`src/rtl/stopwatch_pkg.sv`:
```
// Shared definitions for the stopwatch controller: state encoding,
// BCD digit width and the default tens-digit limits.
package stopwatch_pkg;

    localparam int DIGIT_W          = 4;
    localparam int SEC_TENS_MAX_DEF = 5;
    localparam int MIN_TENS_MAX_DEF = 5;

    typedef enum logic [1:0] {
        ST_STOP = 2'd0,
        ST_RUN  = 2'd1,
        ST_ADJ  = 2'd2
    } sw_state_t;

endpackage

```
`src/rtl/stopwatch_ctrl_bcd_mod60_counter.sv`:
```
// Two-digit BCD counter (tens:ones) wrapping at tens_max:9 back to 00.
// A tens digit found above tens_max is treated as "at max" so the next
// increment pulls it back into the legal range.
module bcd_mod60_counter
    import stopwatch_pkg::*;
(
    input  logic               clk,
    input  logic               rst,
    input  logic               clr,
    input  logic               inc,
    input  logic [DIGIT_W-1:0] tens_max,
    output logic [DIGIT_W-1:0] tens,
    output logic [DIGIT_W-1:0] ones,
    output logic               carry
);

    logic ones_at_max;
    logic tens_at_max;

    assign ones_at_max = (ones >= DIGIT_W'(9));
    assign tens_at_max = (tens >= tens_max);
    assign carry       = inc & ones_at_max & tens_at_max;

    // Digit registers: clear wins over increment.
    always_ff @(posedge clk or negedge rst) begin
        if (!rst) begin
            tens <= '0;
            ones <= '0;
        end else if (clr) begin
            tens <= '0;
            ones <= '0;
        end else if (inc) begin
            if (ones_at_max) begin
                ones <= '0;
                tens <= tens_at_max ? '0 : tens + DIGIT_W'(1);
            end else begin
                ones <= ones + DIGIT_W'(1);
            end
        end
    end

endmodule

```
`src/rtl/stopwatch_ctrl.sv`:
```
// Stopwatch sequencer: run/stop/adjust modes, MM:SS BCD time, and
// per-field blanking for the display multiplexer.
//
//   state   | meaning
//   --------+-----------------------------------------------------
//   ST_STOP | time held, all ticks ignored
//   ST_RUN  | count_tick advances MM:SS with carry seconds->minutes
//   ST_ADJ  | adj_tick advances the field picked by sel_sw, blink on
module stopwatch_ctrl
    import stopwatch_pkg::*;
#(
    parameter int SEC_TENS_MAX = SEC_TENS_MAX_DEF,
    parameter int MIN_TENS_MAX = MIN_TENS_MAX_DEF
) (
    input  logic               clk,
    input  logic               rst,
    input  logic               count_tick,
    input  logic               adj_tick,
    input  logic               blink_tick,
    input  logic               pause_btn,
    input  logic               reset_btn,
    input  logic               adj_sw,
    input  logic               sel_sw,
    output logic [DIGIT_W-1:0] min_tens,
    output logic [DIGIT_W-1:0] min_ones,
    output logic [DIGIT_W-1:0] sec_tens,
    output logic [DIGIT_W-1:0] sec_ones,
    output logic               running,
    output logic               blank_min,
    output logic               blank_sec
);

    localparam logic [DIGIT_W-1:0] SEC_MAX = DIGIT_W'(SEC_TENS_MAX);
    localparam logic [DIGIT_W-1:0] MIN_MAX = DIGIT_W'(MIN_TENS_MAX);

    sw_state_t state;
    sw_state_t state_next;
    logic      pause_prev;
    logic      reset_prev;
    logic      pause_edge;
    logic      reset_edge;
    logic      phase;
    logic      phase_next;
    logic      count_en;
    logic      sec_inc;
    logic      min_adj_inc;
    logic      min_inc;
    logic      sec_carry;
    logic      min_carry_unused;

    assign pause_edge = pause_btn & ~pause_prev;
    assign reset_edge = reset_btn & ~reset_prev;

    // In run mode minutes follow the seconds carry; in adjust they are
    // stepped directly and the seconds carry is deliberately dropped.
    assign min_inc = count_en ? sec_carry : min_adj_inc;

    // Button history flops for rising-edge detection.
    always_ff @(posedge clk or negedge rst) begin
        if (!rst) begin
            pause_prev <= 1'b0;
            reset_prev <= 1'b0;
        end else begin
            pause_prev <= pause_btn;
            reset_prev <= reset_btn;
        end
    end

    // State, blink phase and registered display flags.
    always_ff @(posedge clk or negedge rst) begin
        if (!rst) begin
            state     <= ST_STOP;
            phase     <= 1'b0;
            blank_min <= 1'b0;
            blank_sec <= 1'b0;
        end else begin
            state     <= state_next;
            phase     <= phase_next;
            blank_min <= (state_next == ST_ADJ) & ~sel_sw & phase_next;
            blank_sec <= (state_next == ST_ADJ) &  sel_sw & phase_next;
        end
    end

    assign running = (state == ST_RUN);

    // Next state and counter enables; reset edge beats adjust beats run/pause.
    always_comb begin
        state_next  = state;
        phase_next  = 1'b0;
        count_en    = 1'b0;
        sec_inc     = 1'b0;
        min_adj_inc = 1'b0;
        if (reset_edge) begin
            state_next = adj_sw ? ST_ADJ : ST_STOP;
            phase_next = (state == ST_ADJ) & adj_sw & phase;
        end else if (adj_sw) begin
            state_next = ST_ADJ;
            if (state == ST_ADJ) begin
                sec_inc     = adj_tick & sel_sw;
                min_adj_inc = adj_tick & ~sel_sw;
                phase_next  = phase ^ blink_tick;
            end
        end else begin
            unique case (state)
                ST_STOP: begin
                    if (pause_edge) state_next = ST_RUN;
                end
                ST_RUN: begin
                    count_en = 1'b1;
                    sec_inc  = count_tick;
                    if (pause_edge) state_next = ST_STOP;
                end
                ST_ADJ:  state_next = ST_STOP;
                default: state_next = ST_STOP;
            endcase
        end
    end

    bcd_mod60_counter u_sec (
        .clk      (clk),
        .rst      (rst),
        .clr      (reset_edge),
        .inc      (sec_inc),
        .tens_max (SEC_MAX),
        .tens     (sec_tens),
        .ones     (sec_ones),
        .carry    (sec_carry)
    );

    bcd_mod60_counter u_min (
        .clk      (clk),
        .rst      (rst),
        .clr      (reset_edge),
        .inc      (min_inc),
        .tens_max (MIN_MAX),
        .tens     (min_tens),
        .ones     (min_ones),
        .carry    (min_carry_unused)
    );

endmodule

```
`config.mk`:
```
export PLATFORM = sky130hd
export DESIGN_NAME = stopwatch_ctrl
export DESIGN_NICKNAME = d
export VERILOG_FILES = /design/src/rtl/stopwatch_pkg.sv /design/src/rtl/stopwatch_ctrl_bcd_mod60_counter.sv /design/src/rtl/stopwatch_ctrl.sv
export SDC_FILE = /design/constraint.sdc
export NUM_CORES = 1
export LEC_CHECK = 0
export ABC_AREA = 1
export CAP_MARGIN = 20
export CORE_MARGIN = 2
export CORE_UTILIZATION = 25
export DETAILED_ROUTE_END_ITERATION = 8
export GPL_TIMING_DRIVEN = 1
export PLACE_DENSITY = 0.53
export RECOVER_POWER = 50
export SKIP_LAST_GASP = 1
export SYNTH_ARGS = -nofsm -noshare
export SYNTH_HDL_FRONTEND = slang
export SYNTH_SLANG_ARGS = --single-unit
```
`constraint.sdc`:
```
create_clock -name clk -period 1.65 [get_ports clk]
set_clock_uncertainty 0.1 [all_clocks]
set_input_delay 0.4125 -clock clk [delete_from_list [all_inputs] [get_ports clk]]
set_output_delay 0.4125 -clock clk [all_outputs]
set_load 0.005 [all_outputs]
```
==> impl_results.html <==
<table>
<tr><th>Metric</th><th>Value</th></tr>
<tr><th colspan="2">Yosys</th></tr>
<tr><td>Cell type with the largest total area after synthesis</td><td>dfrtp_1</td></tr>
<tr><td>Syn Area/Cell</td><td>between 8 and 9 um^2</td></tr>
<tr><td>Syn. warnings</td><td>0</td></tr>
<tr><td>Seq cells post-synth</td><td>23</td></tr>
<tr><td>Mapped Nets</td><td>185</td></tr>
<tr><td>Leading cell types by total area after synthesis</td><td>dfrtp_1, ha_1, nand2_1</td></tr>
<tr><td>Fraction of the yosys area taken by sequential cells</td><td>between 40% and 50%</td></tr>
<tr><td>Number of distinct library cells after synthesis</td><td>24</td></tr>
<tr><td>Area share of the leading cell type in the synthesized netlist</td><td>43.4%</td></tr>
<tr><td>Post-Syn Instances</td><td>164</td></tr>
<tr><td>Netlist area before placement</td><td>around 1300 um^2</td></tr>
<tr><th colspan="2">Final layout</th></tr>
<tr><td>Leading cell types in the layout, fill and taps excluded</td><td>buf_4, nand2_1, inv_1, dfrtp_1, dlygate4sd2_1</td></tr>
<tr><td>Share of final-layout standard cells stronger than drive strength 1</td><td>roughly 37%</td></tr>
<tr><td>Number of fill cells in the layout</td><td>531</td></tr>
<tr><td>Final std cell area, no fill</td><td>2220 um^2</td></tr>
<tr><td>Area Growth Syn to Fin</td><td>67.1%</td></tr>
<tr><td>Final layout net count</td><td>262</td></tr>
<tr><td>Most frequent standard cell in the layout excluding fill and tap cells</td><td>buf_4</td></tr>
<tr><td>Count of antenna diodes in the layout</td><td>0</td></tr>
<tr><th colspan="2">Timing</th></tr>
<tr><td>Sum of negative setup slack</td><td>0 ns</td></tr>
<tr><td>Max-Slew Margin vs Limit</td><td>80.1%</td></tr>
<tr><td>Slew at the pin closest to its max-slew limit</td><td>0.298 ns</td></tr>
<tr><td>Endpoints failing hold</td><td>0</td></tr>
<tr><td>Final count of pins violating max slew</td><td>0</td></tr>
<tr><td>Time the worst path needs with I/O delays and setup</td><td>1.65 ns</td></tr>
<tr><td>Number of endpoints failing setup at the final stage</td><td>0</td></tr>
<tr><td>Fmax achieved</td><td>approximately 610 MHz</td></tr>
<tr><td>Portion of the clock cycle consumed by the worst path in the final layout</td><td>99.8%</td></tr>
<tr><td>Setup repair after global routing missed its margin</td><td>yes</td></tr>
<tr><th colspan="2">Critical path</th></tr>
<tr><td>Kind of end point of the critical path</td><td>register</td></tr>
<tr><td>Arrival time of the worst setup path</td><td>around 1.7 ns</td></tr>
<tr><td>Worst path max stage delay</td><td>0.40 ns</td></tr>
<tr><td>Slowest stage cell on the critical path</td><td>dfrtp_1</td></tr>
<tr><td>Startpoint type of the worst setup path</td><td>register</td></tr>
<tr><td>Top fanout value on the critical path</td><td>5</td></tr>
<tr><td>Cell-by-cell trace of the critical path</td><td>buf_6 -&gt; ha_2 -&gt; nor2_2 -&gt; nand2_2 -&gt; nand2_2 -&gt; nor2_4 -&gt; nand3_4 -&gt; nand2_4 -&gt; buf_6 -&gt; nand2_1 -&gt; o21ai_0</td></tr>
<tr><td>Category of the most critical setup path</td><td>reg -&gt; reg</td></tr>
<tr><td>Data required time at the worst endpoint</td><td>~1.7 ns</td></tr>
<tr><th colspan="2">Clock tree</th></tr>
<tr><td>CTS clk-pin slew, worst paths</td><td>0.09 ns</td></tr>
<tr><td>Clock net sink count</td><td>23</td></tr>
<tr><td>Clock tree buffer depth</td><td>2</td></tr>
<tr><td>Number of buffers added by the clock tree synthesis step</td><td>3</td></tr>
<tr><td>Clock tree from TritonCTS</td><td>yes</td></tr>
<tr><td>Clock insertion delay at the later pin of the skew report</td><td>0.27 ns</td></tr>
<tr><td>Clock root buffer</td><td>clkbuf_8</td></tr>
<tr><td>Number of H-tree branching levels</td><td>1</td></tr>
<tr><th colspan="2">Hold path</th></tr>
<tr><td>Class of the worst hold path</td><td>in -&gt; reg</td></tr>
<tr><th colspan="2">Global routing</th></tr>
<tr><td>Number of antenna violations at the first check in global routing</td><td>0</td></tr>
<tr><td>Busiest metal layer after global routing</td><td>met2</td></tr>
<tr><td>Number of global-route vias before repair</td><td>1226</td></tr>
<tr><td>Met3 demand-to-capacity share in global routing</td><td>3.53%</td></tr>
<tr><td>GR met2 Demand/Resource</td><td>18.2%</td></tr>
<tr><td>All-layer global routing usage</td><td>11.2%</td></tr>
<tr><td>Global routing usage on met1</td><td>about 15%</td></tr>
<tr><td>First-pass GRT wire length</td><td>5350 um</td></tr>
<tr><td>Pin count of the biggest net entering global routing</td><td>24</td></tr>
<tr><td>Total grt overflow</td><td>0</td></tr>
<tr><th colspan="2">Route</th></tr>
<tr><td>Antenna-violating nets left</td><td>0</td></tr>
<tr><td>DR DRC count</td><td>0</td></tr>
<tr><td>Initial drt markers</td><td>38</td></tr>
<tr><td>Routed Wire Length</td><td>3330 um</td></tr>
<tr><td>Number of iterations in the first detailed-routing pass</td><td>4</td></tr>
<tr><td>Vias per cell</td><td>approximately 4.2</td></tr>
<tr><td>Post-detailed-route wirelength per cell</td><td>10.7 um</td></tr>
<tr><td>DR vias</td><td>approximately 1.3k</td></tr>
<tr><th colspan="2">Power and ir drop</th></tr>
<tr><td>Cell-internal power</td><td>1520 uW</td></tr>
<tr><td>Relative contribution of the clock network to total power</td><td>between 15 and 20%</td></tr>
<tr><td>Combinational power share</td><td>53.3%</td></tr>
<tr><td>P_sw</td><td>849 uW</td></tr>
<tr><td>Static power due to leakage</td><td>0.00124 uW</td></tr>
<tr><td>Max IR drop VDD</td><td>0.411 mV</td></tr>
<tr><td>Final Power</td><td>2360 uW</td></tr>
<tr><td>Switching part of the total</td><td>35.9%</td></tr>
<tr><td>Proportion of power drawn by flip-flops and latches</td><td>31.6%</td></tr>
<tr><td>Power per standard cell area</td><td>1070 nW/um^2</td></tr>
<tr><th colspan="2">Outcome</th></tr>
<tr><td>Result of the run</td><td>finished clean</td></tr>
<tr><th colspan="2">Floorplanning</th></tr>
<tr><td>Effective utilization at floorplan</td><td>26.0%</td></tr>
<tr><td>Number of core rows</td><td>26</td></tr>
<tr><td>Standard cell core area</td><td>5110 um^2</td></tr>
<tr><td>I/O pin total</td><td>28</td></tr>
<tr><td>Full die area</td><td>5900 um^2</td></tr>
<tr><td>Horizontal extent of the die</td><td>76.8 um</td></tr>
<tr><td>Die Span Y</td><td>76.8 um</td></tr>
<tr><th colspan="2">Place</th></tr>
<tr><td>Port-buffer cells</td><td>27</td></tr>
<tr><td>Global placement routability congestion</td><td>0.794</td></tr>
<tr><td>Area of placed instances</td><td>1830 um^2</td></tr>
<tr><td>HPWL reported at the end of detailed placement</td><td>2190 um</td></tr>
<tr><th colspan="2">Flow run</th></tr>
<tr><td>Max-cap check violation count</td><td>0</td></tr>
</table>
[through the flow]
step	std cells	util (%)	worst slack, ns	hold WS [ns]
2_1_floorplan	164	-	0.130	0.0169
3_5_place_dp	280	35.8	-0.317	0.399
6_report	310	43.4	0.00309	0.278
5_1_grt	310	43.4	-0.0615	0.280
4_1_cts	301	38.8	0.00152	0.408
3_3_place_gp	280	35.8	-0.303	0.395
[worst max-delay path: cells and delay by family, from the launching register on]
family                   cells  cell delay, ns
AO/OA/AOI/OAI                1            0.09
adder cells (fa/ha/maj)      1            0.18
buffers and inverters        2            0.26
flip-flops                   1            0.40
AND/OR/NAND/NOR              7            0.51
[worst paths after layout]
kind                                             endpoint                      start  slack, ns  depth (start not counted)
worst max-delay path            u_min.ones[3]$_DFFE_PN0P_  u_sec.ones[0]$_DFFE_PN0P_      0.003                         11
worst min register to register            phase$_DFF_PN0_            phase$_DFF_PN0_       0.45                          2
worst max register to register  u_min.ones[3]$_DFFE_PN0P_  u_sec.ones[0]$_DFFE_PN0P_      0.003                         11
max in group asynchronous       u_min.ones[1]$_DFFE_PN0P_                        rst       0.83                          2
min in group asynchronous       u_sec.ones[0]$_DFFE_PN0P_                        rst       0.40                          2
worst min-delay path                   state[1]$_DFF_PN0_                     adj_sw       0.28                          1
[flip-flops by register name, indices dropped and copies added, names as in the netlist]
signal and flops:
blank_min 1, blank_sec 1, pause_prev 1, phase 1
reset_prev 1, state 2, u_min.ones 4, u_min.tens 4
u_sec.ones 4, u_sec.tens 4
[what timing repair did]
item,4_1_cts,5_1_grt
pin swaps,0,18
endpoints found under the hold margin,0,0
gates resized for setup,15,54
hold buffers,0,0
setup endpoints to repair,27,20
buffers inserted,17,9
[cell type report]
cell class	instances	area [um^2]	share of cell area (%)
inverters	31	119	5.36
multi-input cells	108	741	33.4
flip-flops and latches	23	576	26.0
clock buffers	3	41.3	1.86
repair buffers	74	647	29.2
well taps	70	87.6	3.95
clock inverters	1	5.00	0.226
[synth_stat cells]
library cell,instances
nand2_1,36
inv_1,30
dfrtp_1,23
nor2_1,15
ha_1,12
nand3_1,12
o21ai_0,8
a21oi_1,3
xnor2_1,3
xor2_1,3
nand2_2,2
nand3_2,2
nand4_1,2
nor2_2,2
nor3_1,2
a31oi_1,1
buf_6,1
clkbuf_1,1
inv_2,1
nand3b_1,1
nor2_4,1
nor4_1,1
o21ai_1,1
o22ai_1,1
[logic make-up after synthesis]
logic type / after synthesis / share of synthesized area, %
AND/OR/NAND/NOR: 76 / 25.9
XOR/XNOR: 6 / 3.96
AO/OA/AOI/OAI: 14 / 5.47
adder cells (fa/ha/maj): 12 / 11.3
flip-flops: 23 / 43.4
buffers and inverters: 33 / 9.91
[power by group through the flow]
stage	clock, uW	combinational, uW	sequential [uW]
after detailed placement	0	880	817
after CTS	376	1030	746
after global routing	400	1410	767
after floorplan	0	390	823
after global placement	0	866	816
final	359	1260	746
[routing by layer]
metal	part of all wire (%)	vias to the layer above
li1	-	658
met1	46	604
met2	49	28
met3	4.6	4
met4	0.63	0
met5	0	-
Note: power is estimated with default switching activity, not from simulation.
